$ cat src/rtl/multi_sync_debounce.sv
// ============================================================================
//  Module   : multi_sync_debounce
//  Purpose  : Per-channel N-flop synchroniser, stability-count debouncer and
//             registered rise/fall event pulses for asynchronous inputs.
//  Revision : 1.0 - initial release
// ============================================================================
`default_nettype none

module multi_sync_debounce #(
    parameter int   CHANNELS  = 4,
    parameter int   STAGES    = 2,
    parameter int   DB_CYCLES = 16,
    parameter logic RESET_VAL = 1'b0
) (
    input  logic                clk,
    input  logic                rst,
    input  logic [CHANNELS-1:0] async_in,
    input  logic                db_bypass,
    output logic [CHANNELS-1:0] level_out,
    output logic [CHANNELS-1:0] rise_pulse,
    output logic [CHANNELS-1:0] fall_pulse,
    output logic                any_change
);

    localparam int             CNT_W   = $clog2(DB_CYCLES + 1);
    localparam logic [CNT_W-1:0] CNT_MAX = CNT_W'(DB_CYCLES - 1);

    logic any_change_q;

    generate
        for (genvar i = 0; i < CHANNELS; i++) begin : g_chan
            logic [STAGES-1:0] sync_q;
            logic              synced;
            logic [CNT_W-1:0]  cnt_q, cnt_d;
            logic              level_q, level_d;
            logic              rise_q, fall_q;

            assign synced = sync_q[STAGES-1];

            always_comb begin
                cnt_d   = '0;
                level_d = level_q;
                if (db_bypass) begin
                    level_d = synced;
                end else if (synced != level_q) begin
                    // Accept only after DB_CYCLES consecutive disagreeing samples
                    if (cnt_q == CNT_MAX) begin
                        level_d = synced;
                    end else begin
                        cnt_d = cnt_q + 1'b1;
                    end
                end
            end

            always_ff @(posedge clk or posedge rst) begin
                if (rst) begin
                    sync_q  <= {STAGES{RESET_VAL}};
                    cnt_q   <= '0;
                    level_q <= RESET_VAL;
                    rise_q  <= 1'b0;
                    fall_q  <= 1'b0;
                end else begin
                    sync_q  <= {sync_q[STAGES-2:0], async_in[i]};
                    cnt_q   <= cnt_d;
                    level_q <= level_d;
                    rise_q  <= level_d & ~level_q;
                    fall_q  <= ~level_d & level_q;
                end
            end

            assign level_out[i]  = level_q;
            assign rise_pulse[i] = rise_q;
            assign fall_pulse[i] = fall_q;
        end
    endgenerate

    always_ff @(posedge clk or posedge rst) begin
        if (rst) begin
            any_change_q <= 1'b0;
        end else begin
            any_change_q <= |(rise_pulse | fall_pulse);
        end
    end

    assign any_change = any_change_q;

endmodule

`default_nettype wire

$ cat config.mk
export PLATFORM = sky130hd
export DESIGN_NAME = multi_sync_debounce
export DESIGN_NICKNAME = d
export VERILOG_FILES = /design/src/rtl/multi_sync_debounce.sv
export SDC_FILE = /design/constraint.sdc
export NUM_CORES = 1
export LEC_CHECK = 0
export ABC_AREA = 1
export CAP_MARGIN = 20
export CORE_MARGIN = 4
export CORE_UTILIZATION = 45
export DETAILED_ROUTE_END_ITERATION = 16
export PLACE_DENSITY = 0.64
export SYNTH_ARGS = -nofsm -noshare
export SYNTH_HDL_FRONTEND = slang
export SYNTH_SLANG_ARGS = --single-unit
$ cat constraint.sdc
create_clock -name clk -period 3 [get_ports clk]
set_input_delay 0.6 -clock clk [delete_from_list [all_inputs] [get_ports clk]]
set_output_delay 0.6 -clock clk [all_outputs]
set_load 0.02 [all_outputs]
Yosys cells after proc, flatten, opt, wreduce, memory -nomap -nowiden --
Cells that the tools add are included.
Word-level totals: flip-flop bits (word level) 41, bits in latches 0, RAM bits 0, ROM bits 0, input port bits 7, memories 0
Operators by class: add/sub/neg operators 4, $mul 0, div/mod/pow operators 0, order comparisons 0, eq/ne operators 8, shift operators 0, mux-type cells 24, bitwise logic cells 17, reductions and logical operators 1
Operator list (number):
- $mux W5 | 12
- $add A5 B1 Y5 const B | 4
- $eq A5 B4 Y1 const B | 4
- $mux W1 | 12
- $and A1 B1 Y1 | 8
- $not A1 Y1 | 8
- $ne A1 B1 Y1 | 4
- $or A4 B4 Y4 | 1
- $reduce_or A4 Y1 | 1

Logic depth before layout (Yosys ltp) --
Gate-level depths: netlist of run 1.
depth after elaboration 6, depth in mapped cells 7, mapped depth without buffers 7

Worst setup path before layout of run 1 --
No wires, ideal clock.
kind input port to flip-flop, start point input port db_bypass, end point register g_chan[1].level_q, arrival 1.096 ns, path slack 1.791 ns, stages 7, cells stage by stage inv_2 -> buf_8 -> nand2_2 -> nand3_2 -> nand2_1 -> nand2_1 -> inv_1
Between the ends: word-level cells in the longest chain between the ends 1
RTL lines:
- start: declaration | RTL line 18 | input logic db_bypass,
- $mux W1 | RTL line 43 | if (db_bypass) begin
- via g_chan[1].level_d | RTL line 35 | logic level_q, level_d;
- end signal: assignment | RTL line 65 | level_q <= level_d;
- end: declaration | RTL line 35
The timed path passes the listed nets, and every way through them passes these cells.

Final worst setup path of run 1 --
start point register g_chan[2].level_q, end point output port level_out[2]
RTL lines:
- start: declaration | RTL line 35
- start signal: assignment | RTL line 65
- end: declaration | RTL line 19 | output logic [CHANNELS-1:0] level_out,
No word-level cell between the ends.

==> reports/results.tsv, run 1 <==
metric	value	unit
status	finished clean	
Min-Delay Path Class	register to register	
minimum clock period	1.93	ns
final setup vio count	0	
power density over the cells	594	nW/um^2
utilization after layout	0.551	
Gate Count Post-Synth	197	
CTS tree	built	
fmax	518	MHz
post-cts sizing count	0	
crit-path max cell delay	0.63	ns
Area Growth Syn to Fin	14.9	%
CTS max path bufs	2	
slowest CP cell	clkdlybuf4s50_1	
Synth Cell Area	1810	um^2
met2 WL	1590	um
initial antenna violation count	0	
Routed WL per cell	11.6	um
Vias	1257	
vias in the first global route	1291	
post-synthesis mux area share	0	
max-slew violations	0	
Worst Path Buf+Inv	1	
HPWL Detailed	2230	um
CTS Buf Count	5	
slew at the pin closest to its max-slew limit	0.496	ns
xor/xnor cell area share of the yosys netlist	0	
top layer in use	met4	
M1 WL	1230	um
RSZ-0062 raised after global routing	false	
Starting Density	0.479	
row cnt	22	
Clock transition at path regs	0.08	ns
Post-Synth Simple-Gate Area	0.295	
DIE AREA	5100	um^2
cells along the critical path	clkdlybuf4s50_1	
Netlist cell types	14	
Post-Synth Adder-Cell Area	0.0277	
leading area contributor after synthesis	dfrtp_1	
synth warn	0	
setup_tns	0	ns
IO Pins	20	
core box area	3770	um^2
sequential cell area fraction in the yosys report	0.567	
CTS Sinks	41	
DRT Wirelength	3010	um
Leak	1.06	nW
Die Span Y	71.4	um
Synth Area in Compound Gates	0	
Syn Nets	208	
critical setup path kind	register to output port	
Critical Path End Type	output port	
Total GRT Usage	0.139	
layout cell share with drive strength beyond 1	0.123	
Die Wd	71.4	um
vias per inst	4.83	
largest family of logic cells by synthesized area	simple AND/OR/NAND/NOR gates	
footprint of the multi-input gates	583	um^2
met3 WL post-DR	151	um
Worst EP required	2.40	ns
CTS H-Tree Depth	2	
Area contributors post-synth	dfrtp_1 57%, nand2_1 10%, nor2_1 5.8%	
CP arrival	1.33	ns
Fillers	322	
pin count of the biggest net entering global routing	42	
CP Launch Type	register	
crit-path max FO	4	
fin nets	222	
syn_area_per_cell	9.18	um^2
slew margin rel.	0.670	
max-capacitance violation count	0	
port bufs	19	
post-route ant nets	0	
clk_lat worst skew	0.30	ns
Tcrit/Tclk final	0.644	
residual DRC count	0	
top cell type's share of synthesized area	0.567	
Root Driver	clkbuf_8	
delay-heaviest family, CP	buffers and inverters	
Synth Register Bits	41	
skew final	0.00412	ns
Worst VDD drop	0.000337	V
Sequential Area	1030	um^2
GP Congestion	0.857	
total grt overflow	0	
Initial DRC Count	76	
Initial DRT Pass Iterations	4	
Fin. Hold Viols	0	
hold_buf cts	0	
total power	1.23	mW
first-pass GRT wire length	5420	um
number of diodes	0	
postcts setup bufs	0	
-- per-layer routing --
layer	global-route usage	vias up
met1	0.143	600
li1	-	623
met5	0	-
met2	0.244	28
met4	0.0564	0
met3	0.0617	6
-- metrics by stage --
| step | worst slack, ns | instance area [um^2] | instances | hold WS (ns) |
|---|---|---|---|---|
| 2_1_floorplan | 1.45 | 1810 | 197 | 0.331 |
| 3_3_place_gp | 1.21 | 1960 | 252 | 0.335 |
| 3_5_place_dp | 1.18 | 1960 | 252 | 0.338 |
| 4_1_cts | 1.05 | 2080 | 260 | 0.356 |
| 5_1_grt | 0.993 | 2080 | 260 | 0.367 |
| 6_report | 1.07 | 2080 | 260 | 0.353 |
-- state kept, by name (all words and copies together), names as in the netlist --
| signal | cells |
|---|---|
| g_chan.level_q | 4 |
| g_chan.rise_q | 4 |
| any_change | 1 |
| g_chan.sync_q | 8 |
| g_chan.cnt_q | 20 |
| g_chan.fall_q | 4 |
-- synth_stat cells --
library cell  instances
buf_8                 1
buf_4                12
nand4_1               5
nand2_2               9
ha_1                  4
nor2_1               28
nor3_2                4
nand3_1              12
dfrtp_1              41
nand3_2               4
inv_1                24
nor3_1                4
inv_2                 1
nand2_1              48
-- worst paths after layout --
kind / startpoint / endpoint / slack [ns] / depth (start not counted)
min in group asynchronous: rst / g_chan[1].sync_q[1] / 0.72 / 3
max in group asynchronous: rst / g_chan[0].sync_q[0] / 1.94 / 3
hold / removal: g_chan[1].sync_q[0] / g_chan[1].sync_q[1] / 0.35 / 0
setup reg to reg: g_chan[0].cnt_q[0] / g_chan[0].level_q / 1.81 / 7
setup / recovery: g_chan[2].level_q / level_out[2] / 1.07 / 1
hold reg to reg: g_chan[1].sync_q[0] / g_chan[1].sync_q[1] / 0.35 / 0
-- kinds of logic (layout without fill, tap and decap cells) --
family                   after synthesis  after routing
AND/OR/NAND/NOR                      114            114
adder cells (fa/ha/maj)                4              4
flip-flops                            41             41
buffers and inverters                 38             53
-- layout make-up --
| class | instances | share of cell area |
|---|---|---|
| flip-flops and latches | 41 | 0.494 |
| multi-input cells | 118 | 0.281 |
| repair buffers | 20 | 0.0952 |
| inverters | 25 | 0.0452 |
| clock buffers | 7 | 0.0416 |
| well taps | 48 | 0.0289 |
| clock inverters | 1 | 0.0145 |
-- cells in the final DEF (no fill, tap or decap), drive strengths merged --
| master | n |
|---|---|
| inv | 25 |
| bufinv | 1 |
| nand3 | 16 |
| nor2 | 28 |
| buf | 1 |
| dfrtp | 41 |
| clkbuf | 7 |
| clkdlybuf4s50 | 19 |
| ha | 4 |
| nand2 | 57 |
| nand4 | 5 |
| nor3 | 8 |
-- report_power, final --
| group | internal, mW | switching, mW | leakage, nW |
|---|---|---|---|
| clock network | 0.271 | 0.187 | 0.0585 |
| registers | 0.589 | 0.0294 | 0.533 |
| logic | 0.0633 | 0.0939 | 0.465 |
(Power assumes the default switching activity.)
==> run 2, diff against run 1 <==
- clock period: 3 -> 1.91 ns (I/O delays scaled with it)
==> reports/results.tsv, run 2 (synthesis results as in run 1) <==
metric	value	unit
CTS tree	built	
DRT Wirelength	3080	um
CP Launch Type	register	
Leak	1.05	nW
Fillers	330	
skew final	0.00891	ns
Final Cell Area	2060	um^2
CP arrival	1.34	ns
Root Driver	clkbuf_8	
post-cts sizing count	0	
RSZ-0062 raised after global routing	false	
minimum clock period	1.72	ns
CTS Sinks	41	
WHS	0.353	ns
final setup vio count	0	
Initial DRC Count	56	
status	finished clean	
Clock transition at path regs	0.08	ns
register with the most flip-flops	g_chan.cnt_q	
port bufs	19	
setup_tns	0	ns
slowest CP cell	clkdlybuf4s50_1	
Total GRT Usage	0.139	
Vias	1250	
number of diodes	0	
Critical Path End Type	output port	
postcts setup bufs	0	
max-slew violations	0	
max-capacitance violation count	0	
pin count of the biggest net entering global routing	42	
hold_buf cts	0	
vias per inst	4.81	
crit-path max FO	4	
Worst EP required	1.53	ns
critical setup path kind	register to output port	
met3 WL post-DR	149	um
Starting Density	0.479	
number of flip-flops in the largest register	20	
row cnt	22	
total grt overflow	0	
DIE AREA	5100	um^2
commonest non-fill, non-tap cell in the layout	nand2_1	
Tcrit/Tclk final	0.901	
M1 WL	1310	um
first-pass GRT wire length	5530	um
DP Area	1960	um^2
cells along the critical path	clkdlybuf4s50_1	
layout cell share with drive strength beyond 1	0.127	
largest registers	g_chan.cnt_q x20, g_chan.sync_q x8	
crit-path max cell delay	0.63	ns
CTS Buf Count	5	
IO Pins	20	
Die Wd	71.4	um
initial antenna violation count	0	
clk_lat worst skew	0.30	ns
post-route ant nets	0	
Area Growth Syn to Fin	14.0	%
GP Congestion	0.861	
fin nets	222	
HPWL Detailed	2220	um
CTS max path bufs	2	
CTS H-Tree Depth	2	
most frequent cells in the layout	48 x nand2_1, 41 x dfrtp_1, 28 x nor2_1	
final worst slack	0.190	ns
slew margin rel.	0.659	
delay-heaviest family, CP	buffers and inverters	
slew at the pin closest to its max-slew limit	0.512	ns
fmax	581	MHz
met2 WL	1560	um
residual DRC count	0	
core box area	3770	um^2
Fin. Hold Viols	0	
Min-Delay Path Class	register to register	
top layer in use	met4	
Routed WL per cell	11.9	um
Initial DRT Pass Iterations	4	
Worst VDD drop	0.000373	V
power density over the cells	893	nW/um^2
Die Span Y	71.4	um
pre-CTS WS	0.293	ns
vias in the first global route	1312	
Worst Path Buf+Inv	1	
-- run 2: cell types whose count changed in the layout (fill, tap and decap cells not counted) --
| cell | before | now |
|---|---|---|
| clkbuf_1 | 1 | 0 |
| clkbuf_8 | 6 | 7 |
| clkinv_2 | 0 | 1 |
| bufinv_16 | 1 | 0 |
-- run 2: power breakdown --
part | leakage, nW | internal, mW | switching, mW
Sequential | 0.533 | 0.925 | 0.0474
Combinational | 0.465 | 0.0992 | 0.147
Clock | 0.0542 | 0.327 | 0.295
Total | 1.05 | 1.35 | 0.489
-- run 2: area by class of cell --
| class | instances | area [um^2] | area share |
|---|---|---|---|
| flip-flops and latches | 41 | 1030 | 0.498 |
| multi-input cells | 118 | 583 | 0.283 |
| repair buffers | 20 | 198 | 0.0959 |
| clock buffers | 7 | 96.3 | 0.0467 |
| inverters | 25 | 93.8 | 0.0455 |
| well taps | 48 | 60.1 | 0.0291 |
| clock inverters | 1 | 5.00 | 0.00243 |
-- run 2: path summary, 6_finish.rpt --
path                                startpoint                   to  slack, ns  cells past startpoint
setup / recovery             g_chan[3].level_q         level_out[3]       0.19                      1
hold / removal             g_chan[1].sync_q[0]  g_chan[1].sync_q[1]       0.35                      0
setup reg to reg            g_chan[1].cnt_q[0]    g_chan[1].level_q       0.71                      7
hold reg to reg            g_chan[1].sync_q[0]  g_chan[1].sync_q[1]       0.35                      0
max in group asynchronous                  rst  g_chan[0].sync_q[1]       1.05                      3
min in group asynchronous                  rst  g_chan[1].sync_q[0]       0.50                      3
-- run 2: through the flow --
stage                     power [mW]  utilization  std cells
after global routing            1.93        0.547        260
after floorplan                 1.17            -        197
final                           1.84        0.547        260
after detailed placement        1.24        0.520        252
after CTS                       1.86        0.547        260
after global placement          1.23        0.520        252
-- run 2: routing by layer --
layer  vias up  track usage
li1        625            -
met1       595        0.147
met2        24        0.243
met3         6       0.0519
met4         0       0.0647
met5         -            0
